--- src/rtl/pc_fetch_pkg.sv ---
// -----------------------------------------------------------------------------
// pc_fetch_pkg
// Shared definitions for the program-counter / instruction-fetch block.
//   state_e          : fetch sequencer states
//   INSTR_BYTES      : size of one instruction word in bytes (PC increment)
//   RESET_PC_DEFAULT : default first fetch address after reset
//   is_word_aligned  : helper, true when a byte address is word aligned
// -----------------------------------------------------------------------------
package pc_fetch_pkg;

    typedef enum logic [1:0] {
        ST_IDLE = 2'd0,
        ST_REQ  = 2'd1,
        ST_HOLD = 2'd2,
        ST_TRAP = 2'd3
    } state_e;

    localparam int unsigned INSTR_BYTES      = 4;
    localparam logic [31:0] RESET_PC_DEFAULT = 32'h0000_0000;

    // Word alignment only looks at the two byte-offset bits.
    function automatic logic is_word_aligned(input logic [31:0] addr);
        return (addr[1:0] == 2'b00);
    endfunction

endpackage : pc_fetch_pkg

--- src/rtl/pc_fetch_pc_next_sel.sv ---
// -----------------------------------------------------------------------------
// pc_next_sel
// Purely combinational next-PC selection.
//   pc        (in)  : address of the instruction currently held
//   pc_branch (in)  : branch target address
//   taken     (in)  : branch resolved taken (already qualified by the caller)
//   next_pc   (out) : pc + INSTR_BYTES (wrapping mod 2^32) or pc_branch
//   misalign  (out) : taken branch whose target is not word aligned
// When misalign is set the caller must not load next_pc.
// -----------------------------------------------------------------------------
module pc_next_sel
    import pc_fetch_pkg::*;
(
    input  logic [31:0] pc,
    input  logic [31:0] pc_branch,
    input  logic        taken,
    output logic [31:0] next_pc,
    output logic        misalign
);

    logic [31:0] seq_pc;

    // 32-bit add wraps naturally: 32'hFFFF_FFFC + 4 -> 32'h0000_0000.
    assign seq_pc   = pc + 32'(INSTR_BYTES);
    assign next_pc  = taken ? pc_branch : seq_pc;
    assign misalign = taken && !is_word_aligned(pc_branch);

endmodule : pc_next_sel

--- src/rtl/pc_fetch.sv ---
// -----------------------------------------------------------------------------
// pc_fetch
// Program counter and instruction-fetch sequencer.
// Issues one instruction-memory read at a time, holds the returned word until
// downstream acknowledges it, then advances the PC (sequential or branch).
// A taken branch to a non-word-aligned target parks the block in a sticky
// trap state until reset.
//
// Ports
//   clk         (in)  : clock, rising edge
//   rst_n       (in)  : synchronous active-low reset
//   pc_branch   (in)  : branch target address
//   branch      (in)  : current instruction is a conditional branch
//   zero_flag   (in)  : ALU zero result for the current instruction
//   imem_req    (out) : instruction-memory read request
//   imem_addr   (out) : instruction-memory byte address
//   imem_ready  (in)  : memory accept / data-return strobe
//   imem_rdata  (in)  : read data, valid with imem_ready
//   instr       (out) : held instruction word
//   instr_valid (out) : instr and pc are valid
//   instr_ack   (in)  : downstream consumed instr this cycle
//   pc          (out) : address of the held instruction
//   misalign    (out) : sticky misaligned-branch-target trap flag
//
// All outputs come straight from registers or from a decode of the state
// register, so there is no combinational input-to-output path.
// -----------------------------------------------------------------------------
module pc_fetch
    import pc_fetch_pkg::*;
#(
    parameter logic [31:0] RESET_PC = RESET_PC_DEFAULT
) (
    input  logic        clk,
    input  logic        rst_n,
    input  logic [31:0] pc_branch,
    input  logic        branch,
    input  logic        zero_flag,
    output logic        imem_req,
    output logic [31:0] imem_addr,
    input  logic        imem_ready,
    input  logic [31:0] imem_rdata,
    output logic [31:0] instr,
    output logic        instr_valid,
    input  logic        instr_ack,
    output logic [31:0] pc,
    output logic        misalign
);

    // -------------------------------------------------------------------------
    // State
    // -------------------------------------------------------------------------
    state_e      state_q,    state_d;
    logic [31:0] fetch_pc_q, fetch_pc_d;
    logic [31:0] pc_q,       pc_d;
    logic [31:0] instr_q,    instr_d;
    logic        valid_q,    valid_d;
    logic        misalign_q, misalign_d;

    // -------------------------------------------------------------------------
    // Next-PC selection
    // -------------------------------------------------------------------------
    logic        consume;
    logic        taken;
    logic [31:0] sel_next_pc;
    logic        sel_misalign;

    // Branch inputs only matter in the single cycle where the held
    // instruction is consumed; everywhere else they are masked off here.
    assign consume = (state_q == ST_HOLD) && instr_ack;
    assign taken   = consume && branch && zero_flag;

    pc_next_sel u_pc_next_sel (
        .pc        (pc_q),
        .pc_branch (pc_branch),
        .taken     (taken),
        .next_pc   (sel_next_pc),
        .misalign  (sel_misalign)
    );

    // -------------------------------------------------------------------------
    // Next-state logic
    // -------------------------------------------------------------------------
    always_comb begin
        state_d    = state_q;
        fetch_pc_d = fetch_pc_q;
        pc_d       = pc_q;
        instr_d    = instr_q;
        valid_d    = valid_q;
        misalign_d = misalign_q;

        unique case (state_q)
            ST_IDLE: begin
                state_d = ST_REQ;
            end

            ST_REQ: begin
                // Address and request are held until the memory strobes.
                if (imem_ready) begin
                    instr_d = imem_rdata;
                    pc_d    = fetch_pc_q;
                    valid_d = 1'b1;
                    state_d = ST_HOLD;
                end
            end

            ST_HOLD: begin
                if (consume) begin
                    valid_d = 1'b0;
                    if (sel_misalign) begin
                        // fetch_pc is left untouched so the faulting
                        // context stays visible.
                        misalign_d = 1'b1;
                        state_d    = ST_TRAP;
                    end else begin
                        fetch_pc_d = sel_next_pc;
                        state_d    = ST_REQ;
                    end
                end
            end

            ST_TRAP: begin
                valid_d    = 1'b0;
                misalign_d = 1'b1;
            end

            default: begin
                state_d = ST_IDLE;
            end
        endcase
    end

    // -------------------------------------------------------------------------
    // Registers
    // -------------------------------------------------------------------------
    always_ff @(posedge clk) begin
        if (!rst_n) begin
            state_q    <= ST_IDLE;
            fetch_pc_q <= RESET_PC;
            pc_q       <= RESET_PC;
            instr_q    <= 32'h0000_0000;
            valid_q    <= 1'b0;
            misalign_q <= 1'b0;
        end else begin
            state_q    <= state_d;
            fetch_pc_q <= fetch_pc_d;
            pc_q       <= pc_d;
            instr_q    <= instr_d;
            valid_q    <= valid_d;
            misalign_q <= misalign_d;
        end
    end

    // -------------------------------------------------------------------------
    // Outputs
    // -------------------------------------------------------------------------
    assign imem_req    = (state_q == ST_REQ);
    assign imem_addr   = fetch_pc_q;
    assign instr       = instr_q;
    assign instr_valid = valid_q;
    assign pc          = pc_q;
    assign misalign    = misalign_q;

endmodule : pc_fetch

--- config.mk ---
export PLATFORM = sky130hd
export DESIGN_NAME = pc_fetch
export DESIGN_NICKNAME = d
export VERILOG_FILES = /design/src/rtl/pc_fetch_pkg.sv /design/src/rtl/pc_fetch_pc_next_sel.sv /design/src/rtl/pc_fetch.sv
export SDC_FILE = /design/constraint.sdc
export NUM_CORES = 1
export LEC_CHECK = 0
export BUFFER_PORTS_ARGS = -buffer_cell sky130_fd_sc_hd__buf_4
export CELL_PAD_IN_SITES_DETAIL_PLACEMENT = 1
export CELL_PAD_IN_SITES_GLOBAL_PLACEMENT = 1
export CORE_MARGIN = 2
export CORE_UTILIZATION = 39
export CTS_BUF_LIST = sky130_fd_sc_hd__clkbuf_4 sky130_fd_sc_hd__clkbuf_8
export DETAILED_ROUTE_END_ITERATION = 7
export GPL_TIMING_DRIVEN = 0
export PLACE_DENSITY_LB_ADDON = 0.3
export SLEW_MARGIN = 10
export SYNTH_ARGS = -nofsm -noshare
export SYNTH_HDL_FRONTEND = slang
export SYNTH_SLANG_ARGS = --single-unit
--- constraint.sdc ---
create_clock -name clk -period 2.84 [get_ports clk]
set_input_delay 0.284 -clock clk [delete_from_list [all_inputs] [get_ports clk]]
set_output_delay 0.284 -clock clk [all_outputs]
set_load 0.05 [all_outputs]
Word-level counts from Yosys, hierarchy flattened:

Index checks and enable logic that the tools add are counted.

* reduce and logical (&&, ||, !) cells: 15
* equal/unequal tests: 6
* bitwise logic cells: 1
* muxes and demuxes: 11
* add/sub/neg operators: 1

Operators by type and width (count)
* adder 32 x 3 -> 32 bit (second input constant): 1
* two-way mux 32 bit: 1
* AND reduction 3 bit: 4
* two-way mux 2 bit: 3
* case mux 2 bit (3 select lines): 1
* nonzero test 3 bit: 2
* equality test 2 bit (second input constant): 2
* logical AND 1 bit: 4
* zero test 2 bit: 2
* two-way mux 1 bit: 4
* != test 2 bit (second input constant): 2
* case mux 1 bit (3 select lines): 1
* equality test 2 x 1 -> 1 bit (second input constant): 1
* != test 2 x 1 -> 1 bit (second input constant): 1
* case mux 1 bit (2 select lines): 1
* AND reduction 2 bit: 1
* nonzero test 2 bit: 1
* zero test 1 bit: 1
* NOT 1 bit: 1

* output and inout port bits: 99
* register bits: 100
* logic and storage cells: 40
* input bits: 70

Depth between registers and ports, before layout:

Gate-level depths: netlist (run 1).

* depth in word-level cells: 8
* depth in mapped cells: 9
* mapped depth without buffers: 7

By module:

A second synthesis (run 1) with hierarchy kept.

* cell total of the unflattened synthesis: 616
* area, all modules: 5086.1 um2

By module, submodules not included
* pc_fetch: cells an instance 450, times used 1, area an instance 4071.4 um2, seq. area each 2001.9 um2
* pc_next_sel: cells an instance 166, times used 1, area an instance 1014.7 um2, seq. area each 0.0 um2

Worst setup path before layout (run 1):

Ideal clock, no wire load.

* path type: flip-flop to flip-flop
* from: reg pc_q[2] (netlist: pc[2])
* to: reg fetch_pc_q[16] (netlist: imem_addr[16])
* setup slack: 0.775 ns
* data arrival time: 1.987 ns
* buffers on the path: 0
* data required time: 2.763 ns
* cell stages (with the launch flop): 7
* library setup time: 0.077 ns
* clock period less this slack: 2.065 ns
* cell sequence: dfxtp_1 ha_1 nand3_1 nor2_2 nand4_1 xor2_1 o22ai_1

* cells in the longest elaborated chain, start to end: 2

RTL lines
* start, declared: RTL line pc_fetch.sv:54 `logic [31:0] pc_q, pc_d;`
* start signal, assigned: RTL line pc_fetch.sv:146 `pc_q <= pc_d;`
* adder 32 x 3 -> 32 bit: RTL line pc_fetch_pc_next_sel.sv:24 `assign seq_pc = pc + 32'(INSTR_BYTES);`
* two-way mux 32 bit: RTL line pc_fetch_pc_next_sel.sv:25 `assign next_pc = taken ? pc_branch : seq_pc;`
* end signal, assigned: RTL line pc_fetch.sv:145 `fetch_pc_q <= fetch_pc_d;`
* end, declared: RTL line pc_fetch.sv:53 `logic [31:0] fetch_pc_q, fetch_pc_d;`

Every way passes these cells.
A chain may end at the register's enable or synchronous reset.

Worst setup path after layout (run 1):

* from: reg state_q[0]
* to: reg fetch_pc_q[26] (netlist: imem_addr[26])

* cells in the longest elaborated chain, start to end: 7
* elaborated cells between the ends (all ways): 8
* classes of those cells: eq/ne: 1; mux: 1; bitwise: 1; reduce/logical: 5

RTL lines
* start, declared: RTL line pc_fetch.sv:52 `state_e state_q, state_d;`
* start signal, assigned: RTL line pc_fetch.sv:144 `state_q <= state_d;`
* equality test 2 bit *: RTL line pc_fetch.sv:69, pc_fetch.sv:91
* logical AND 1 bit: RTL line pc_fetch.sv:69 `assign consume = (state_q == ST_HOLD) && instr_ack;`
* logical AND 1 bit (2 in a row): RTL line pc_fetch.sv:70 `assign taken = consume && branch && zero_flag;`
* logical AND 1 bit: RTL line pc_fetch_pc_next_sel.sv:26 `assign misalign = taken && !is_word_aligned(pc_branch);`
* NOT 1 bit (no line)
* AND reduction 3 bit (no line)

Mark *: on every way between the ends. The rest lies on a longest branch, timed or not.

==> qor.yml, run 1 <==
status: "finished, final reports clean"
power.density_mw_per_mm2: 470
gp_congestion: 0.808
grt_setup_unrepaired: "false"
drv_cap: 0
initial_core_util: 0.399
fmax_mhz: 413
start_kind: "register"
grt_overflow: 0
die_h_um: 112
synth_area_sq_mm: 0.00456
min_from: "imem_rdata[5]"
worst_pin_slew_ns: 0.789
cts_tree: "done"
numCtsBuffers: 9
final_cell_mix: "nand2_1 (170), buf_4 (168), dfxtp_1 (100), a21oi_1 (83), nand3_1 (28)"
min_path_type: "in2reg"
tns_ns: 0
crit_family: "simple AND/OR/NAND/NOR gates"
final_common_cell: "nand2_1"
cts_setup_buffers: 0
dp_hpwl_um: 12100
worstSetupEndpointType: "register"
reg2reg_from: "state_q[0]$_SDFFE_PN0P_"
fin_nets: 820
rows: 39
synth_cell_types: 50
netlist_instances: 567
drive_gt1_frac: 0.284
peakVddDrop_v: 0.000310
vias: 4788
core_sq_mm: 0.0114
timing.hold.ws_ns: 0.141
die_area_sq_mm: 0.0126
min_delay_worst_endpoint: "instr[5]$_SDFFE_PN0P_"
fin_crit_ns: 2.42
synthArstFlopShare: 0
synth_nets: 642
whs_path_depth: 3
hold_violations: 0
io_pins: 169
synth_flop_cell: "dfxtp_1"
grt_pass1_wl_um: 26000
crit_required_ns: 3.15
worstPathCellList: "inv_1, ha_1, nand2_1, nor2_1, clkbuf_1, nand3_1, nand2_1, o2bb2ai_2"
drc_errors: 0
grt_max_degree: 15
cp_slowest_stage_delay_ns: 0.60
root_buffer: "clkbuf_8"
reg2reg_slack_ns: 0.42
worst-path-max-fanout: 10
h-tree-depth: 3
slew_violations: 0
finalClockSkew_ns: 0.00919
antenna_found_initial: 0
cp_num_buf_inv: 2
crit_slowest_cell: "nor2_1"
cp.arrival_ns: 2.73
r2r-end: "imem_addr[26]$_SDFFE_PN0P_"
firstDrtPassIters: 4
setup_viol: 0
postRouteAntennaNets: 0
cts_sinks: 100
antenna_cells: 0
grt_use_total: 0.259
path_clk_slew_ns: 0.09
grt_pass1_vias: 5132
yosysSeqAreaShare: 0.439
startpoint: "state_q[0]$_SDFFE_PN0P_"
fin_crit_sh: 0.853
clk_latency_ns: 0.38
synth_edf_count: 0
io_buffers: 167
ys_warn_count: 0
slew-limit-headroom: 0.473
ys_ff_latch: 100
syn_area_per_cell_sq_um: 8.04
totalWireLength_um: 16400
area_growth_syn_to_layout_pct: 35.6
clock_path_buffers: 2
drt_iter0_drc: 194
ff2ff_path_depth: 8
die_x_um: 112
wl_per_cell_um: 18.3
via_per_inst: 5.36
cts-resized-gates: 0
path_class: "reg2reg"
crit_top_cell: "nand2_1"
post_cts_hold_buffer_count: 0
cellLeakagePower_uw: 0.00247
[synth_stat cells (all sizes together) (2+ instances only)]
| cell type | instances | share of area |
|---|---|---|
| a21boi | 3 | 0.0049 |
| nor3 | 3 | 0.0066 |
| mux2i | 4 | 0.0088 |
| nand2 | 171 | 0.14 |
| buf | 7 | 0.012 |
| inv | 8 | 0.0066 |
| or3 | 4 | 0.0066 |
| dfxtp | 100 | 0.44 |
| o211ai | 6 | 0.0099 |
| and3 | 2 | 0.0027 |
| nor4 | 8 | 0.022 |
| nand3 | 28 | 0.031 |
| o22ai | 4 | 0.0055 |
| xor2 | 15 | 0.029 |
| and4 | 5 | 0.010 |
| ha | 5 | 0.014 |
| a211o | 6 | 0.012 |
| o21ai | 8 | 0.0088 |
| a211oi | 3 | 0.0049 |
| nor2 | 21 | 0.018 |
| nand4 | 13 | 0.026 |
| clkbuf | 29 | 0.028 |
| o2bb2ai | 6 | 0.013 |
| xnor2 | 12 | 0.023 |
| a21oi | 86 | 0.097 |
[worst min-delay path: cells and delay by family]
kind | cells | cell delay [ns]
compound gates | 1 | 0.05
buf+inv | 1 | 0.11
simple gates | 1 | 0.04
[cell families after synthesis]
logic type,count (synthesis),synth area share
AOI/OAI and AO/OA,130,0.173
xor gates and xnor gates,27,0.0519
adders and majority gates,5,0.0137
buffers and inverters,44,0.0466
DFF,100,0.439
muxes,4,0.00878
and+or+nand+nor,257,0.267
[cell type report]
cell class,instances,area [sq um]
fill,1428,5230
clock inverter,1,5.00
timing repair buffer,167,1250
multi-input combinational,423,2350
inverter,8,30.0
sequential,100,2000
clock buffer,15,188
buffer,36,183
tap,143,179
[worst max path at each step]
stage	cells after the start	slack [ns]	to
2_1_floorplan	6	0.78	imem_addr[16]$_SDFFE_PN0P_
3_3_place_gp	8	0.52	imem_addr[26]$_SDFFE_PN0P_
3_5_place_dp	8	0.42	imem_addr[22]$_SDFFE_PN0P_
4_1_cts	8	0.39	imem_addr[22]$_SDFFE_PN0P_
5_1_grt	8	0.20	imem_addr[26]$_SDFFE_PN0P_
6_report	8	0.42	imem_addr[26]$_SDFFE_PN0P_
[stage by stage]
step / power, uW / instance area [sq um] / util / setup WS (ns) / instances
floorplan: 1800 / 4560 / - / 0.775 / 567
global placement: 2010 / 5990 / 0.525 / 0.524 / 877
finish: 2910 / 6190 / 0.542 / 0.416 / 893
detailed placement: 2030 / 5990 / 0.525 / 0.420 / 877
global route: 3010 / 6190 / 0.542 / 0.202 / 893
CTS: 2920 / 6190 / 0.542 / 0.390 / 893
[where the power goes]
| part | internal [uW] | switching (uW) |
|---|---|---|
| clock | 421 | 500 |
| combinational | 168 | 353 |
| sequential | 1440 | 25.3 |
[registers in the layout (all words and copies together) (netlist names)]
register and count:
state_q 2, instr 32, imem_addr 32, misalign 1, pc 32, instr_valid 1
[layer usage]
| metal | global-route usage | up-vias | wire [um] |
|---|---|---|---|
| li1 | - | 2301 | - |
| met2 | 0.430 | 153 | 7910 |
| met3 | 0.0632 | 41 | 1010 |
| met5 | 0 | - | 0 |
| met1 | 0.321 | 2293 | 6940 |
| met4 | 0.115 | 0 | 510 |
No activity file was read; power rests on OpenSTA's default activity.
==> run 2: changes to the inputs <==
--- a/config.mk
+++ b/config.mk
@@ -14,6 +14,8 @@
 export DETAILED_ROUTE_END_ITERATION = 7
 export GPL_TIMING_DRIVEN = 0
 export PLACE_DENSITY_LB_ADDON = 0.3
+export SETUP_SLACK_MARGIN = 0.5
+export SKIP_LAST_GASP = 1
 export SLEW_MARGIN = 10
 export SYNTH_ARGS = -nofsm -noshare
 export SYNTH_HDL_FRONTEND = slang
==> run 2 against run 1 <==
Sequential share of layout area decreased by 0.052 points. Power rose by 0.18%. Clock skew up 0.0034 ns. Hold slack lost 0.0016 ns. Worst setup slack improved by 0.26 ns. Critical path depth fell by 2. Combinational power is essentially flat. Via count is 0.31% higher. Routed wire length is 0.16% higher. Largest power group unchanged.
==> qor.yml, run 2 (synthesized netlist as in run 1, its figures left out) <==
fmax_mhz: 462  # +12%
antenna_cells: 0  # unchanged
cp_num_buf_inv: 0  # -2
p_clk_frac: 0.317  # about the same
status: "finished, final reports clean"
endpoint: "imem_addr[18]$_SDFFE_PN0P_"
die_area_sq_mm: 0.0126  # unchanged
p_switching_uw: 882  # +0.46%
worst_pin_slew_ns: 0.781  # -0.00789 ns
grt_util_met1: 0.321  # unchanged
clk_latency_ns: 0.39  # about the same
crit_slowest_cell: "nor2_2"
setup_viol: 0  # unchanged
die_x_um: 112  # unchanged
grt_setup_unrepaired: "false"
cts_setup_buffers: 0  # unchanged
final_common_cell: "nand2_1"
seq_power_share: 0.504  # about the same
crit_family: "simple AND/OR/NAND/NOR gates"
combPwrFrac: 0.179  # about the same
fin_crit_sh: 0.762  # -0.0910
power.share.switching: 0.303  # +0.000854
use_met3: 0.0632  # unchanged
cellLeakagePower_uw: 0.00248  # +0.70%
grt_pass1_vias: 5132  # unchanged
grt_overflow: 0  # unchanged
peakVddDrop_v: 0.000311  # about the same
path_class: "reg2reg"
reg2reg_slack_ns: 0.67  # +0.26 ns
totalWireLength_um: 16400  # +0.16%
cts_sinks: 100  # unchanged
h-tree-depth: 3  # unchanged
drt_iter0_drc: 217  # +12%
firstDrtPassIters: 4  # unchanged
grt_pass1_wl_um: 26000  # unchanged
io_buffers: 167  # unchanged
worstSetupEndpointType: "register"
grt_util_met2: 0.430  # unchanged
root_buffer: "clkbuf_8"
postRouteAntennaNets: 0  # unchanged
dp_hpwl_um: 12100  # unchanged
cp.arrival_ns: 2.46  # -0.27 ns
drive_gt1_frac: 0.293  # +0.00933
worstSetupPathDepth: 6  # -2
reg2reg_from: "pc[2]$_SDFFE_PN0P_"
clock_path_buffers: 2  # unchanged
final_cell_mix: "nand2_1 (170), buf_4 (168), dfxtp_1 (100), a21oi_1 (83), nand3_1 (28)"
min_path_type: "in2reg"
p_int_uw: 2030  # about the same
gp_congestion: 0.808  # unchanged
cp_slowest_stage_delay_ns: 0.50  # -0.10 ns
fin_crit_ns: 2.17  # -0.258 ns
numCtsBuffers: 9  # unchanged
area_growth_syn_to_layout_pct: 35.9
vias: 4803  # +0.31%
die_h_um: 112  # unchanged
grt.busiest_layer: "met2"
rows: 39  # unchanged
initial_core_util: 0.399  # unchanged
io_pins: 169  # unchanged
worstPathCellList: "ha_1, nand3_1, nor2_2, a311o_1, o21ai_1, o31ai_1"
timing.hold.ws_ns: 0.140  # -0.00163 ns
grt_max_degree: 15  # unchanged
antenna_found_initial: 0  # unchanged
grt_use_total: 0.259  # unchanged
drc_errors: 0  # unchanged
fin_nets: 820  # unchanged
crit_required_ns: 3.14  # about the same
via_per_inst: 5.38  # +0.31%
slew_violations: 0  # unchanged
r2r-end: "imem_addr[18]$_SDFFE_PN0P_"
drv_cap: 0  # unchanged
wl_per_cell_um: 18.4  # +0.16%
cts_tree: "done"
slew-limit-headroom: 0.478  # +0.00527
tns_ns: 0  # unchanged
power.density_mw_per_mm2: 471  # about the same
core_sq_mm: 0.0114  # unchanged
worst-path-max-fanout: 9  # -1
finalClockSkew_ns: 0.0126  # +0.00337 ns
ff2ff_path_depth: 6  # -2
path_clk_slew_ns: 0.09  # about the same
startpoint: "pc[2]$_SDFFE_PN0P_"
start_kind: "register"
hold_violations: 0  # unchanged
run 2: cell counts in the layout (fill, tap and decap cells not counted):
No cell type changed its count.
run 2: how the worst min path moves through the flow:
| stage | depth (start not counted) | startpoint | end | slack [ns] |
|---|---|---|---|---|
| 3_5_place_dp | 2 | instr[13]$_SDFFE_PN0P_ | instr[13]$_SDFFE_PN0P_ | 0.45 |
| 3_3_place_gp | 2 | misalign$_SDFFE_PN0P_ | misalign$_SDFFE_PN0P_ | 0.44 |
| 4_1_cts | 3 | imem_rdata[7] | instr[7]$_SDFFE_PN0P_ | 0.13 |
| 5_1_grt | 3 | imem_rdata[2] | instr[2]$_SDFFE_PN0P_ | 0.14 |
| 2_1_floorplan | 2 | imem_rdata[0] | instr[0]$_SDFFE_PN0P_ | 0.42 |
| 6_report | 3 | imem_rdata[5] | instr[5]$_SDFFE_PN0P_ | 0.14 |
run 2: repair_timing:
item,in CTS,in global routing
gates resized for setup,2,10
endpoints found under the setup margin,7,39
hold buffers,0,0
run 2: final cells by class:
| class | count | area [sq um] |
|---|---|---|
| buffer | 36 | 190 |
| clock buffer | 15 | 188 |
| clock inverter | 1 | 5.00 |
| fill | 1423 | 5220 |
| inverter | 8 | 30.0 |
| multi-input combinational | 423 | 2350 |
| sequential | 100 | 2000 |
| tap | 143 | 179 |
| timing repair buffer | 167 | 1250 |
run 2: through the flow:
stage / setup WS (ns) / cell area [sq um] / instances / util / total power (uW)
after CTS: 0.588 / 6190 / 893 / 0.542 / 2920
final: 0.675 / 6200 / 893 / 0.543 / 2920
after global placement: 0.524 / 5990 / 877 / 0.525 / 2010
after detailed placement: 0.420 / 5990 / 877 / 0.525 / 2030
after global routing: 0.552 / 6200 / 893 / 0.543 / 3010
after floorplan: 0.775 / 4560 / 567 / - / 1800
run 2: worst register-to-register path: cells and delay by family (launching register included):
family	cells	cell delay [ns]
AND/OR/NAND/NOR	2	0.85
AO/OA/AOI/OAI	3	0.54
flip-flops	1	0.47
adder cells (fa/ha/maj)	1	0.24
run 2: routing by layer:
metal / vias up / share of wire
met3: 39 / 0.061
li1: 2304 / -
met4: 0 / 0.029
met2: 148 / 0.48
met5: - / 0
met1: 2312 / 0.43
run 2: power by group through the flow:
stage	Combinational (uW)	Sequential (uW)	Clock, uW
floorplan	176	1630	0
global placement	509	1500	0
detailed placement	524	1500	0
CTS	526	1470	930
global route	563	1470	978
finish	523	1470	924
==> run 3: changes to the inputs <==
--- a/config.mk
+++ b/config.mk
@@ -5,11 +5,12 @@
 export SDC_FILE = /design/constraint.sdc
 export NUM_CORES = 1
 export LEC_CHECK = 0
+export ABC_AREA = 1
 export BUFFER_PORTS_ARGS = -buffer_cell sky130_fd_sc_hd__buf_4
 export CELL_PAD_IN_SITES_DETAIL_PLACEMENT = 1
 export CELL_PAD_IN_SITES_GLOBAL_PLACEMENT = 1
 export CORE_MARGIN = 2
-export CORE_UTILIZATION = 39
+export CORE_UTILIZATION = 35
 export CTS_BUF_LIST = sky130_fd_sc_hd__clkbuf_4 sky130_fd_sc_hd__clkbuf_8
 export DETAILED_ROUTE_END_ITERATION = 7
 export GPL_TIMING_DRIVEN = 0
==> constraint.sdc (replaced) <==
create_clock -name clk -period 2 [get_ports clk]
set_input_delay 0.2 -clock clk [delete_from_list [all_inputs] [get_ports clk]]
set_output_delay 0.2 -clock clk [all_outputs]
set_load 0.05 [all_outputs]
==> run 3 against run 2 <==
Cell area is 13% higher. Global-route usage is 0.79 points lower. Cell count is 18% higher. Highest routed layer unchanged. Power grew to 2.9 times the previous value. Fmax is 36% higher. Combinational power grew to 7.9 times the previous value. Critical endpoint is now imem_addr[27]$_SDFFE_PN0P_. Routed wire length is 12% higher. First-iteration DRC count is 24% higher. Die area is 14% higher. Area after synthesis is 3.2% higher. Synthesized cell count is 19% higher.
==> qor.yml, run 3 <==
status: "finished, final reports clean"
h-tree-depth: 3  # unchanged
die_area_sq_mm: 0.0144  # +14%
slew-limit-headroom: 0.486  # +0.00787
postRouteAntennaNets: 0  # unchanged
grt_overflow: 0  # unchanged
finalClockSkew_ns: 0.00953  # -0.00303 ns
start_kind: "register"
syn_area_per_cell_sq_um: 6.95  # -14%
crit_required_ns: 2.24  # -0.90 ns
area_growth_syn_to_layout_pct: 48.9
drv_cap: 0  # unchanged
synth_area_sq_mm: 0.00471  # +3.2%
root_buffer: "clkbuf_8"
cts_sinks: 100  # unchanged
fin_nets: 949  # +16%
hold_violations: 0  # unchanged
synth_top_area_frac: 0.425  # -0.0137
numCtsBuffers: 9  # unchanged
fin_ws_ns: 0.404  # -0.271 ns
worst-path-max-fanout: 6  # -3
fin_crit_sh: 0.798  # +0.0355
tns_ns: 0  # unchanged
dp_slack_ns: 0.0863  # -0.334 ns
die_h_um: 120  # +7.0%
firstDrtPassIters: 4  # unchanged
rows: 42  # +7.7%
worst_pin_slew_ns: 0.771  # -0.0102 ns
initial_core_util: 0.357  # -0.0426
synth_most_common_cell: "nor2_1"
worstSetupEndpointType: "register"
slew_violations: 0  # unchanged
path_class: "reg2reg"
final_common_cell: "buf_4"
grt_pass1_wl_um: 28200  # +8.4%
cp.arrival_ns: 1.84  # -0.62 ns
grt_use_total: 0.251  # -0.00791
io_buffers: 168  # +0.60%
crit_family: "buffers and inverters"
cellLeakagePower_uw: 0.00313  # +26%
min_path_type: "in2reg"
reg2reg_from: "state_q[1]$_SDFFE_PN0P_"
synth_flop_cell: "dfxtp_1"
crit_top_cell: "nor2_4"
clk_latency_ns: 0.38  # about the same
peakVddDrop_v: 0.000726  # +130%
synth_edf_count: 0  # unchanged
vias: 5273  # +9.8%
synth_common_cells: "nor2_1 (150), nand2_1 (121), dfxtp_1 (100)"
synthArstFlopShare: 0  # unchanged
cts_tree: "done"
antenna_found_initial: 0  # unchanged
die_x_um: 120  # +7.0%
crit_slowest_cell: "dfxtp_2"
wl_per_cell_um: 17.4  # -5.5%
yosysSeqAreaShare: 0.425  # -0.0137
io_pins: 169  # unchanged
fmax_mhz: 627  # +36%
setup_viol: 0  # unchanged
cp_num_buf_inv: 4  # +4
ys_ff_latch: 100  # unchanged
via_per_inst: 5.00  # -7.1%
grt_max_degree: 18  # +3
clock_path_buffers: 2  # unchanged
drive_gt1_frac: 0.367  # +0.0741
worstPathCellList: "ha_4, nand2_4, nor2_4, buf_6, buf_12, clkinv_8, clkbuf_16, nor2_4, nor2_1, nand2_1, a21oi_2"
startpoint: "state_q[1]$_SDFFE_PN0P_"
drt_iter0_drc: 268  # +24%
ys_warn_count: 0  # unchanged
netlist_instances: 677  # +19%
final_cell_mix: "buf_4 (183), nor2_1 (133), nand2_1 (112), dfxtp_1 (74), o21ai_0 (69)"
post_cts_hold_buffer_count: 0  # unchanged
stdcell_area_sq_mm: 0.00701  # +13%
fin_crit_ns: 1.60  # -0.569 ns
synth_cell_types: 30  # -40%
dp_hpwl_um: 13400  # +11%
path_clk_slew_ns: 0.11  # +0.02 ns
gp_congestion: 0.867  # +7.3%
core_sq_mm: 0.0132  # +16%
postPlaceCellArea_sq_mm: 0.00627  # +4.6%
grt_pass1_vias: 5504  # +7.2%
totalWireLength_um: 18300  # +12%
antenna_cells: 0  # unchanged
power.density_mw_per_mm2: 1210  # +160%
synth_area_leader_cell: "dfxtp_1"
yosys-top-cells-area: "dfxtp_1 (43%), nor2_1 (12%), nand2_1 (9.6%)"
grt_setup_unrepaired: "true"
synth_nets: 752  # +17%
drc_errors: 0  # unchanged
cp_slowest_stage_delay_ns: 0.41  # -0.09 ns
timing.hold.ws_ns: 0.0620  # -0.0778 ns
min_from: "imem_rdata[29]"
run 3: cell types whose count changed after synthesis, moves of 5 or more:
cell	before	now
nor2_1	20	150
o21ai_0	6	87
nand2_1	170	121
inv_1	8	44
a21oi_1	83	57
nand4_1	10	0
xor2_1	15	6
xnor2_1	12	4
clkbuf_1	27	20
a211o_1	6	0
buf_2	1	7
nor4_2	6	0
o2bb2ai_1	5	0
run 3: logic make-up after synthesis:
logic type / after synthesis / share of synthesized area
xor+xnor: 10 / 0.0186
fa+ha+maj: 5 / 0.0133
buf+inv: 80 / 0.0736
compound gates: 159 / 0.176
flops: 100 / 0.425
simple gates: 323 / 0.293
run 3: path summary, 6_finish.rpt:
check,slack [ns],endpoint,cells after the start
setup / recovery,0.40,imem_addr[27]$_SDFFE_PN0P_,11
hold reg to reg,0.48,instr_valid$_SDFFE_PN0P_,2
setup reg to reg,0.40,imem_addr[27]$_SDFFE_PN0P_,11
hold / removal,0.06,instr[29]$_SDFFE_PN0P_,3
run 3: through the flow:
step / instances / utilization / total power [uW]
final: 1055 / 0.531 / 8500
after global routing: 1055 / 0.531 / 8940
after CTS: 1047 / 0.511 / 8310
after detailed placement: 1021 / 0.475 / 6590
after global placement: 1021 / 0.475 / 6450
after floorplan: 677 / - / 5330
run 3: timing repair:
item	4_1_cts	5_1_grt
hold endpoints to repair	0	0
setup buffers	9	6
endpoints found under the setup margin	96	76
pin swaps	5	15
gates cloned	1	2
resized for setup	55	71
run 3: layout make-up:
cell class | count | area, sq um
plain buffers | 35 | 297
inverters | 45 | 186
clock inverters | 7 | 97.6
fillers | 1673 | 6180
well taps | 176 | 220
repair inverters | 1 | 8.76
repair buffers | 185 | 1450
multi-input cells | 497 | 2580
clock buffers | 9 | 124
flip-flops and latches | 100 | 2040
run 3: layer usage:
| metal | GRT usage | part of all wire | vias up |
|---|---|---|---|
| met4 | 0.0765 | 0.016 | 0 |
| met1 | 0.312 | 0.42 | 2527 |
| met3 | 0.0661 | 0.065 | 19 |
| met5 | 0 | 0 | - |
| li1 | - | - | 2579 |
| met2 | 0.425 | 0.50 | 148 |
run 3: power breakdown:
group	switching, uW	internal, uW
Clock	797	713
Combinational	2740	1370
Sequential	428	2450
Total	3960	4530
run 3: worst register-to-register path, cell delays in order, from the launching register on:
cell and delay, ns:
dfxtp_2 0.41, ha_4 0.17, nand2_4 0.06, nor2_4 0.11
buf_6 0.12, buf_12 0.12, clkinv_8 0.08, clkbuf_16 0.17
nor2_4 0.07, nor2_1 0.04, nand2_1 0.06, a21oi_2 0.05
